==> src/rtl/rally_judge.sv <==
// rtl/rally_judge.sv - rally referee: serve, touch counting, point award and game scoring
module rally_judge #(
  parameter int WIN_SCORE       = 15,
  parameter int WIN_MARGIN      = 2,
  parameter int MAX_TOUCHES     = 3,
  parameter int NET_LEFT        = 500,
  parameter int NET_RIGHT       = 523,
  parameter int SCORE_W         = 5,
  parameter int WAIT_CYCLES     = 255,
  parameter int WHISTLE_CYCLES  = 50,
  parameter int DEBOUNCE_CYCLES = 16
) (
  input  logic               clk,
  input  logic               rst,
  input  logic               gnd_col,
  input  logic               col_p1,
  input  logic               col_p2,
  input  logic [11:0]        xposball,
  input  logic               restart,
  output logic [SCORE_W-1:0] score_p1,
  output logic [SCORE_W-1:0] score_p2,
  output logic               serve_side,
  output logic               point_winner,
  output logic               winner,
  output logic               point_pulse,
  output logic               fault,
  output logic               whistle,
  output logic               endgame
);

  localparam int WAIT_W = (WAIT_CYCLES > 1) ? $clog2(WAIT_CYCLES) : 1;
  localparam int WHIS_W = ($clog2(WHISTLE_CYCLES + 1) > 0) ? $clog2(WHISTLE_CYCLES + 1) : 1;
  localparam int DEB_W  = (DEBOUNCE_CYCLES > 1) ? $clog2(DEBOUNCE_CYCLES) : 1;
  localparam int TCH_W  = $clog2(MAX_TOUCHES + 2);

  localparam logic [SCORE_W-1:0] SCORE_MAX   = '1;
  localparam logic [SCORE_W:0]   WIN_S       = (SCORE_W+1)'(WIN_SCORE);
  localparam logic [SCORE_W:0]   WIN_M       = (SCORE_W+1)'(WIN_MARGIN);
  localparam logic [TCH_W-1:0]   TOUCH_LIMIT = TCH_W'(MAX_TOUCHES);
  localparam logic [11:0]        NET_L       = 12'(NET_LEFT);
  localparam logic [11:0]        NET_R       = 12'(NET_RIGHT);
  localparam logic [WAIT_W-1:0]  WAIT_LAST   = WAIT_W'(WAIT_CYCLES - 1);
  localparam logic [WHIS_W-1:0]  WHIS_LIM    = WHIS_W'(WHISTLE_CYCLES);
  localparam logic [DEB_W-1:0]   DEB_LOAD    = DEB_W'(DEBOUNCE_CYCLES - 1);

  typedef enum logic [2:0] {
    S_START = 3'd0,
    S_PLAY  = 3'd1,
    S_POINT = 3'd2,
    S_WAIT  = 3'd3,
    S_END   = 3'd4
  } state_t;

  state_t             state, next_state;
  logic [TCH_W-1:0]   cnt_p1, cnt_p2;
  logic               last_toucher;
  logic [DEB_W-1:0]   deb_cnt;
  logic [WAIT_W-1:0]  wait_cnt;
  logic [WHIS_W-1:0]  whis_cnt, whis_next;

  logic               fault_cond, gnd_side, game_over;
  logic               serve_hit, touch_en, award, award_side, fault_set;
  logic               to_start, clear_game, to_end;
  logic [SCORE_W:0]   s1_w, s2_w, lead, top;

  assign fault_cond = (cnt_p1 > TOUCH_LIMIT) || (cnt_p2 > TOUCH_LIMIT);
  // Inside the net zone the ball is blamed on whoever touched it last.
  assign gnd_side   = (xposball < NET_L) ? 1'b1 :
                      (xposball > NET_R) ? 1'b0 : ~last_toucher;

  assign s1_w = {1'b0, score_p1};
  assign s2_w = {1'b0, score_p2};
  assign top  = (s1_w >= s2_w) ? s1_w : s2_w;
  assign lead = (s1_w >= s2_w) ? (s1_w - s2_w) : (s2_w - s1_w);
  assign game_over = ((top >= WIN_S) && (lead >= WIN_M)) ||
                     (score_p1 == SCORE_MAX) || (score_p2 == SCORE_MAX);

  always_ff @(posedge clk or negedge rst) begin
    if (!rst) state <= S_START;
    else      state <= next_state;
  end

  always_comb begin
    next_state = state;
    unique case (state)
      S_START: if (serve_side ? col_p2 : col_p1) next_state = S_PLAY;
      S_PLAY:  if (gnd_col || fault_cond)        next_state = S_POINT;
      S_POINT: next_state = game_over ? S_END : S_WAIT;
      S_WAIT:  if (wait_cnt == WAIT_LAST)         next_state = S_START;
      S_END:   if (restart)                       next_state = S_START;
      default: next_state = S_START;
    endcase
  end

  always_comb begin
    serve_hit  = (state == S_START) && (next_state == S_PLAY);
    touch_en   = (state == S_PLAY) && (deb_cnt == '0) && (col_p1 || col_p2);
    award      = (state == S_PLAY) && (next_state == S_POINT);
    award_side = gnd_col ? gnd_side : (cnt_p1 > TOUCH_LIMIT);
    fault_set  = award && !gnd_col;
    to_start   = (next_state == S_START) && (state != S_START);
    to_end     = (state == S_POINT) && (next_state == S_END);
    clear_game = (state == S_END) && restart;
    whis_next  = '0;
    if (state == S_START)
      whis_next = (whis_cnt < WHIS_LIM) ? whis_cnt + WHIS_W'(1) : whis_cnt;
  end

  always_ff @(posedge clk or negedge rst) begin
    if (!rst) begin
      score_p1     <= '0;
      score_p2     <= '0;
      serve_side   <= 1'b0;
      point_winner <= 1'b0;
      winner       <= 1'b0;
      point_pulse  <= 1'b0;
      fault        <= 1'b0;
      whistle      <= 1'b0;
      endgame      <= 1'b0;
      cnt_p1       <= '0;
      cnt_p2       <= '0;
      last_toucher <= 1'b0;
      deb_cnt      <= '0;
      wait_cnt     <= '0;
      whis_cnt     <= '0;
    end else begin
      point_pulse <= award;
      whis_cnt    <= whis_next;
      whistle     <= (next_state == S_START) && (whis_next < WHIS_LIM);
      wait_cnt    <= (state == S_WAIT) ? wait_cnt + WAIT_W'(1) : '0;

      if (to_start) begin
        cnt_p1  <= '0;
        cnt_p2  <= '0;
        deb_cnt <= '0;
      end else if (serve_hit) begin
        cnt_p1       <= serve_side ? '0 : TCH_W'(1);
        cnt_p2       <= serve_side ? TCH_W'(1) : '0;
        last_toucher <= serve_side;
        deb_cnt      <= DEB_LOAD;
      end else if (touch_en) begin
        deb_cnt <= DEB_LOAD;
        // Simultaneous touches count for both sides and clear neither.
        if (col_p1 && col_p2) begin
          if (cnt_p1 <= TOUCH_LIMIT) cnt_p1 <= cnt_p1 + TCH_W'(1);
          if (cnt_p2 <= TOUCH_LIMIT) cnt_p2 <= cnt_p2 + TCH_W'(1);
        end else if (col_p1) begin
          if (cnt_p1 <= TOUCH_LIMIT) cnt_p1 <= cnt_p1 + TCH_W'(1);
          cnt_p2       <= '0;
          last_toucher <= 1'b0;
        end else begin
          if (cnt_p2 <= TOUCH_LIMIT) cnt_p2 <= cnt_p2 + TCH_W'(1);
          cnt_p1       <= '0;
          last_toucher <= 1'b1;
        end
      end else if (deb_cnt != '0) begin
        deb_cnt <= deb_cnt - DEB_W'(1);
      end

      if (award) begin
        if (award_side) begin
          if (score_p2 != SCORE_MAX) score_p2 <= score_p2 + SCORE_W'(1);
        end else begin
          if (score_p1 != SCORE_MAX) score_p1 <= score_p1 + SCORE_W'(1);
        end
        point_winner <= award_side;
        serve_side   <= award_side;
        fault        <= fault_set;
      end

      if (to_end) begin
        endgame <= 1'b1;
        winner  <= point_winner;
      end

      if ((state == S_WAIT) && (next_state == S_START)) fault <= 1'b0;

      if (clear_game) begin
        score_p1   <= '0;
        score_p2   <= '0;
        serve_side <= 1'b0;
        endgame    <= 1'b0;
        fault      <= 1'b0;
      end
    end
  end

endmodule

==> config.mk <==
export PLATFORM = sky130hd
export DESIGN_NAME = rally_judge
export DESIGN_NICKNAME = d
export VERILOG_FILES = /design/src/rtl/rally_judge.sv
export SDC_FILE = /design/constraint.sdc
export NUM_CORES = 1
export LEC_CHECK = 0
export BUFFER_PORTS_ARGS = -buffer_cell sky130_fd_sc_hd__buf_2
export CAP_MARGIN = 10
export CORE_MARGIN = 8
export CORE_UTILIZATION = 45
export CTS_CLUSTER_SIZE = 16
export DETAILED_ROUTE_END_ITERATION = 8
export REMOVE_ABC_BUFFERS = 1
export SLEW_MARGIN = 25
export SYNTH_ARGS = -nofsm -noshare
export SYNTH_HDL_FRONTEND = slang
export SYNTH_SLANG_ARGS = --single-unit
==> constraint.sdc <==
create_clock -name clk -period 4 [get_ports clk]
set_input_delay 0 -clock clk [delete_from_list [all_inputs] [get_ports clk]]
set_output_delay 0 -clock clk [all_outputs]
set_load 0.03 [all_outputs]
# --- Word level (Yosys, flattened, before mapping) ---
# Index checks and enable logic that the tools add are counted.
totals:
  regBits: 45
  elab_cells: 139
op_classes:
  n_addsub: 9
  magnitude_cmp: 11
  eq_ne: 14
  mux: 52
  bitwise_logic: 2
  n_reduce_logical: 35
ops:
  columns: ["cell", "n"]
  rows:
  - ["3-bit two-way mux", 17]
  - ["5-bit two-way mux", 9]
  - ["6-bit two-way mux", 3]
  - ["1-bit two-way mux", 17]
  - ["4-bit two-way mux", 4]
  - ["3-bit case mux with 5 select lines", 1]
  - ["12-bit by 10-bit greater-than comparator with 1-bit output, second input constant", 1]
  - ["1-bit logical AND", 12]
  - ["12-bit by 9-bit < comparator with 1-bit output, second input constant", 1]
  - ["6-bit < comparator, second input constant", 2]
  - ["2-bit nonzero test", 6]
  - ["5-bit by 5-bit subtractor with 6-bit output", 2]
  - ["5-bit by 1-bit adder with 5-bit output, second input constant", 2]
  - ["5-bit equality test, second input constant", 2]
  - ["5-bit != test, second input constant", 2]
  - ["3-bit by 2-bit equality test with 1-bit output, second input constant", 3]
  - ["3-bit AND reduction", 3]
  - ["3-bit nonzero test", 3]
  - ["8-bit by 1-bit adder with 8-bit output, second input constant", 1]
  - ["8-bit equality test, second input constant", 1]
  - ["8-bit two-way mux", 1]
  - ["4-bit nonzero test", 2]
  - ["3-bit by 1-bit adder with 3-bit output, second input constant", 2]
  - ["6-bit by 1-bit adder with 6-bit output, second input constant", 1]
  - ["15 further kinds", 25]

# --- Longest topological paths before layout ---
depth:
  word_depth: 14
  depth_mapped: 9

# --- Worst setup path after synthesis ---
# Ideal clock, no wire load.
synth_path:
  kind: "flip-flop to flip-flop"
  start: "register score_p1[0]"
  end: "register winner"
  arrival_time_ps: 2539
  slack_ps: 1333
  path_stages_with_launch: 10
  n_path_buf: 0
  period_less_slack_ps: 2667
  path_cell_list: "dfrtp_1 -> inv_1 -> ha_1 -> fa_1 -> nor2b_1 -> o22ai_1 -> mux2i_1 -> o31a_1 -> o41ai_2 -> mux2_1"
synth_between:
  elab_chain_cells: 10
  elab_cells_between_ends: 15
synth_lines:
  columns: ["item", "line", "rtl"]
  rows:
  - ["start, declared", "20", "output logic [SCORE_W-1:0] score_p1,"]
  - ["start signal, assigned", "164", "if (score_p1 != SCORE_MAX) score_p1 <= score_p1 + SCORE_W'(1);"]
  - ["5-bit by 5-bit subtractor with 6-bit output / 5-bit >= comparator (equally long branches)", "74, 73", null]
  - ["6-bit two-way mux / 5-bit two-way mux (equally long branches)", "74, 73", null]
  - ["6-bit by 2-bit >= comparator with 1-bit output / 5-bit by 4-bit >= comparator with 1-bit output (equally long branches)", "75", "assign game_over = ((top >= WIN_S) && (lead >= WIN_M)) ||"]
  - ["1-bit logical AND", "75", null]
  - ["1-bit logical OR *", "75", null]
  - ["1-bit logical OR *", "76", "(score_p1 == SCORE_MAX) || (score_p2 == SCORE_MAX);"]
  - ["3-bit two-way mux *", "88", "S_POINT: next_state = game_over ? S_END : S_WAIT;"]
  - ["3-bit case mux with 5 select lines *", "85", "unique case (state)"]
  - ["3-bit equality test *", "102", "to_end = (state == S_POINT) && (next_state == S_END);"]
  - ["1-bit logical AND *", "102", null]
  - ["end signal, assigned", "173", "winner <= point_winner;"]
  - ["end, declared", "24", "output logic winner,"]
# Every way passes the cells marked *; elsewhere a longest branch is shown, timed or not.
# A chain may end at the register's enable or synchronous reset.

# --- Worst setup path in the final report ---
# Ends and elaborated chain as after synthesis.

==> impl_metrics.csv <==
group,metric,value,unit
critical_path,critPathKind,"flop to flop",
cts,cts_htree_levels,2,
sta,min_period_over_period,70.5,%
critical_path,rrSetupSlack,1180,ps
sta,finClkSkew,5.30,ps
floorplan,die_area,9100,um^2
sta,drv_slew,0,
critical_path,cp_slowest_stage_delay,490,ps
floorplan,ios,35,
route,wl_per_cell,15.2,um
finish,n_antenna_cell,0,
synth,ys_async_sr_fraction,100,%
critical_path,worstSetupStartpoint,"score_p1[0]$_DFFE_PN0P_",
sta,finalHoldViolations,0,
flow_run,max_cap_violations,0,
placed_design,gp_congestion,0.811,
critical_path,crit_slowest_cell,"dfrtp_1",
critical_path,arrival,3010,ps
sta,maxSlewHeadroom,62.2,%
critical_path,r2r-end,"winner$_DFFE_PN0P_",
global_routing,antenna_found_initial,0,
status,outcome,"finished clean",
critical_path,worstPathRequired,4190,ps
finish,nNetsFinal,375,
global_routing,grt_pass1_wl,10900,um
sta,tns,0,ps
synth,ys.flop_type,"dfrtp_1",
global_routing,grt.total_usage,15.0,%
synth,synth-simple-area-share,20.5,%
synth,synth_compound_area_share,18.4,%
synth,ys_seq_area_share,39.7,%
cts,insertion_delay,300,ps
min_path,hp-class,"input pin to flop",
global_routing,grt_pass1_vias,2260,
pwr,power-per-cell-area,689,nW/um^2
sta,setup_violations,0,
sta,rsz0062_at_grt,"no",
finish,mostFrequentLayoutCell,"dfrtp_1",
cts,cts.sinks,45,
global_routing,grt_max_degree,30,
synth,yosys_warnings,0,
critical_path,path_max_fanout,7,
route,vias,2280,
critical_path,start_kind,"flop",
floorplan,start_util,45.7,%
finish,fin_util,51.5,%
finish,drive_above_1_share,15.2,%
synth,yosysUniqueCellTypes,58,
synth,syn_avg_cell_area,9.39,um^2
route,drtPass1Iterations,4,
floorplan,coreArea,6200,um^2
finish,final_cell_mix,"dfrtp_1 (45), buf_2 (32), nor2_1 (31)",
synth,muxShareOfSynthArea,3.31,%
synth,postSynthCellCount,302,
synth,synth_xor_area_share,3.40,%
placed_design,hpwl,4720,um
cts,cts_buffer_depth,2,
route,drc,0,
floorplan,die_h,95.4,um
floorplan,rows,29,
pwr,vdd_drop_max,0.000362,V
placed_design,io_buffers,32,
finish,fill_cells,585,
route,viasPerCell,5.52,
sta,worstMarginPinSlew,559,ps
finish,ff_latch_area,1130,um^2
cts,numCtsBuffers,5,
finish,multi_input_area,1580,um^2
sta,fmaxAchievable,355,MHz
synth,syn_area,2840,um^2
critical_path,path_cells,"inv_1 -> ha_1 -> fa_1 -> nor2b_1 -> o22ai_1 -> mux2i_1 -> o31a_1 -> o41ai_2 -> mux2_1",
critical_path,timing.rr.start,"score_p1[0]$_DFFE_PN0P_",
synth,ys_ff_latch,45,
floorplan,die_x,95.4,um
sta,min_period,2820,ps
synth,synth_edf_count,0,
synth,synthAdderAreaFrac,10.2,%
synth,synth_top_family_by_area,"simple AND/OR/NAND/NOR gates",
critical_path,reg2reg_depth,9,
critical_path,end_kind,"flop",
cts,clkSlewWorstSetupHoldPaths,90,ps
route,drt-initial-drc-count,128,
route,ant_nets,0,
finish,area_growth,12.7,%
global_routing,grt_overflow,0,
cts,cts_tree,"done",
cts,cts_setup_buffers,0,
route,wirelength,6260,um
critical_path,crit_end,"winner$_DFFE_PN0P_",
cts,cts_root_buf,"clkbuf_8",
pwr,p_leak,1.50,nW
-- layer usage --
layer | track usage, % | up-vias | part of all wire [%]
li1 | - | 1150 | -
met4 | 5.38 | 0 | 1.4
met5 | 0 | - | 0
met3 | 3.23 | 9 | 5.2
met1 | 20.7 | 1076 | 49
met2 | 22.5 | 45 | 44
-- registers in the layout, indices dropped and copies added, names as in the netlist --
| signal | cells |
|---|---|
| wait_cnt | 8 |
| whis_cnt | 6 |
| score_p1 | 5 |
| score_p2 | 5 |
| deb_cnt | 4 |
| cnt_p1 | 3 |
| cnt_p2 | 3 |
| state | 3 |
| endgame | 1 |
| fault | 1 |
| last_toucher | 1 |
| point_pulse | 1 |
| point_winner | 1 |
| serve_side | 1 |
| whistle | 1 |
| winner | 1 |
-- power by group --
group          internal [mW]  switching, mW  total, mW
logic                  0.431          0.657       1.09
registers              0.585          0.168      0.753
clock network          0.204          0.156      0.360
-- worst min-delay path by stage --
stage             from                     to  slack (ps)  cells after the start
3_5_place_dp       rst  cnt_p1[1]$_DFFE_PN0P_         -40                      1
4_1_cts         col_p2  cnt_p2[1]$_DFFE_PN0P_          10                      3
5_1_grt        restart     state[2]$_DFF_PN0_          30                      3
2_1_floorplan      rst  cnt_p1[0]$_DFFE_PN0P_        -300                      0
3_3_place_gp       rst  cnt_p2[2]$_DFFE_PN0P_         240                      1
6_report        col_p2  cnt_p2[1]$_DFFE_PN0P_          20                      3
-- final cells by class --
type | count | area share [%]
clock inverters | 1 | 0.939
clock buffers | 7 | 2.70
multi-input cells | 229 | 49.5
flip-flops and latches | 45 | 35.2
inverters | 19 | 2.39
repair buffers | 35 | 6.26
well taps | 77 | 3.01
-- Yosys cell counts, drive strengths merged (4+ instances only) --
cell	instances	area (um^2)
dfrtp	45	1130
ha	20	250
clkbuf	5	18.8
buf	4	33.8
o21ai	16	80.1
nor3	7	35.0
a21oi	20	100
and3	5	31.3
nand3	12	60.1
nand2	22	82.6
o22ai	4	25.0
nor2b	7	43.8
mux2i	6	60.1
nand2b	4	25.0
nor2	31	116
xnor2	4	35.0
inv	18	67.6
or3	6	37.5
o31ai	5	37.5
xor2	7	61.3
-- worst max-delay path, delay by kind of cell (launching register included) --
family	cells	cell delay (ps)
adder cells (fa/ha/maj)	2	630
flip-flops	1	490
AND/OR/NAND/NOR	1	200
buffers and inverters	1	120
AO/OA/AOI/OAI	3	780
multiplexers	2	490
-- per-stage QoR --
stage	setup WS [ps]	power, mW	std cells	instance area (um^2)	hold slack, ps
finish	1180	2.20	413	3200	24.5
global route	1050	2.40	413	3200	31.0
CTS	1190	2.22	413	3200	14.2
detailed placement	1210	1.84	403	3060	-40.1
global placement	1250	1.81	402	3040	239
floorplan	1330	1.54	293	2780	-296
-- cells by family (layout without fill, tap and decap cells) --
kind of cell / count (synthesis) / in the layout
xor gates and xnor gates: 11 / 11
muxes: 9 / 9
buffers and inverters: 28 / 62
AOI/OAI and AO/OA: 75 / 75
DFF: 45 / 45
adders and majority gates: 22 / 22
and+or+nand+nor: 112 / 112
-- repair_timing --
action / in CTS / in global routing
setup endpoints to repair: 0 / 0
hold buffers: 2 / 0
hold endpoints to repair: 46 / 0
resized for setup: 0 / 0
Note: power is estimated with default switching activity, not from simulation.
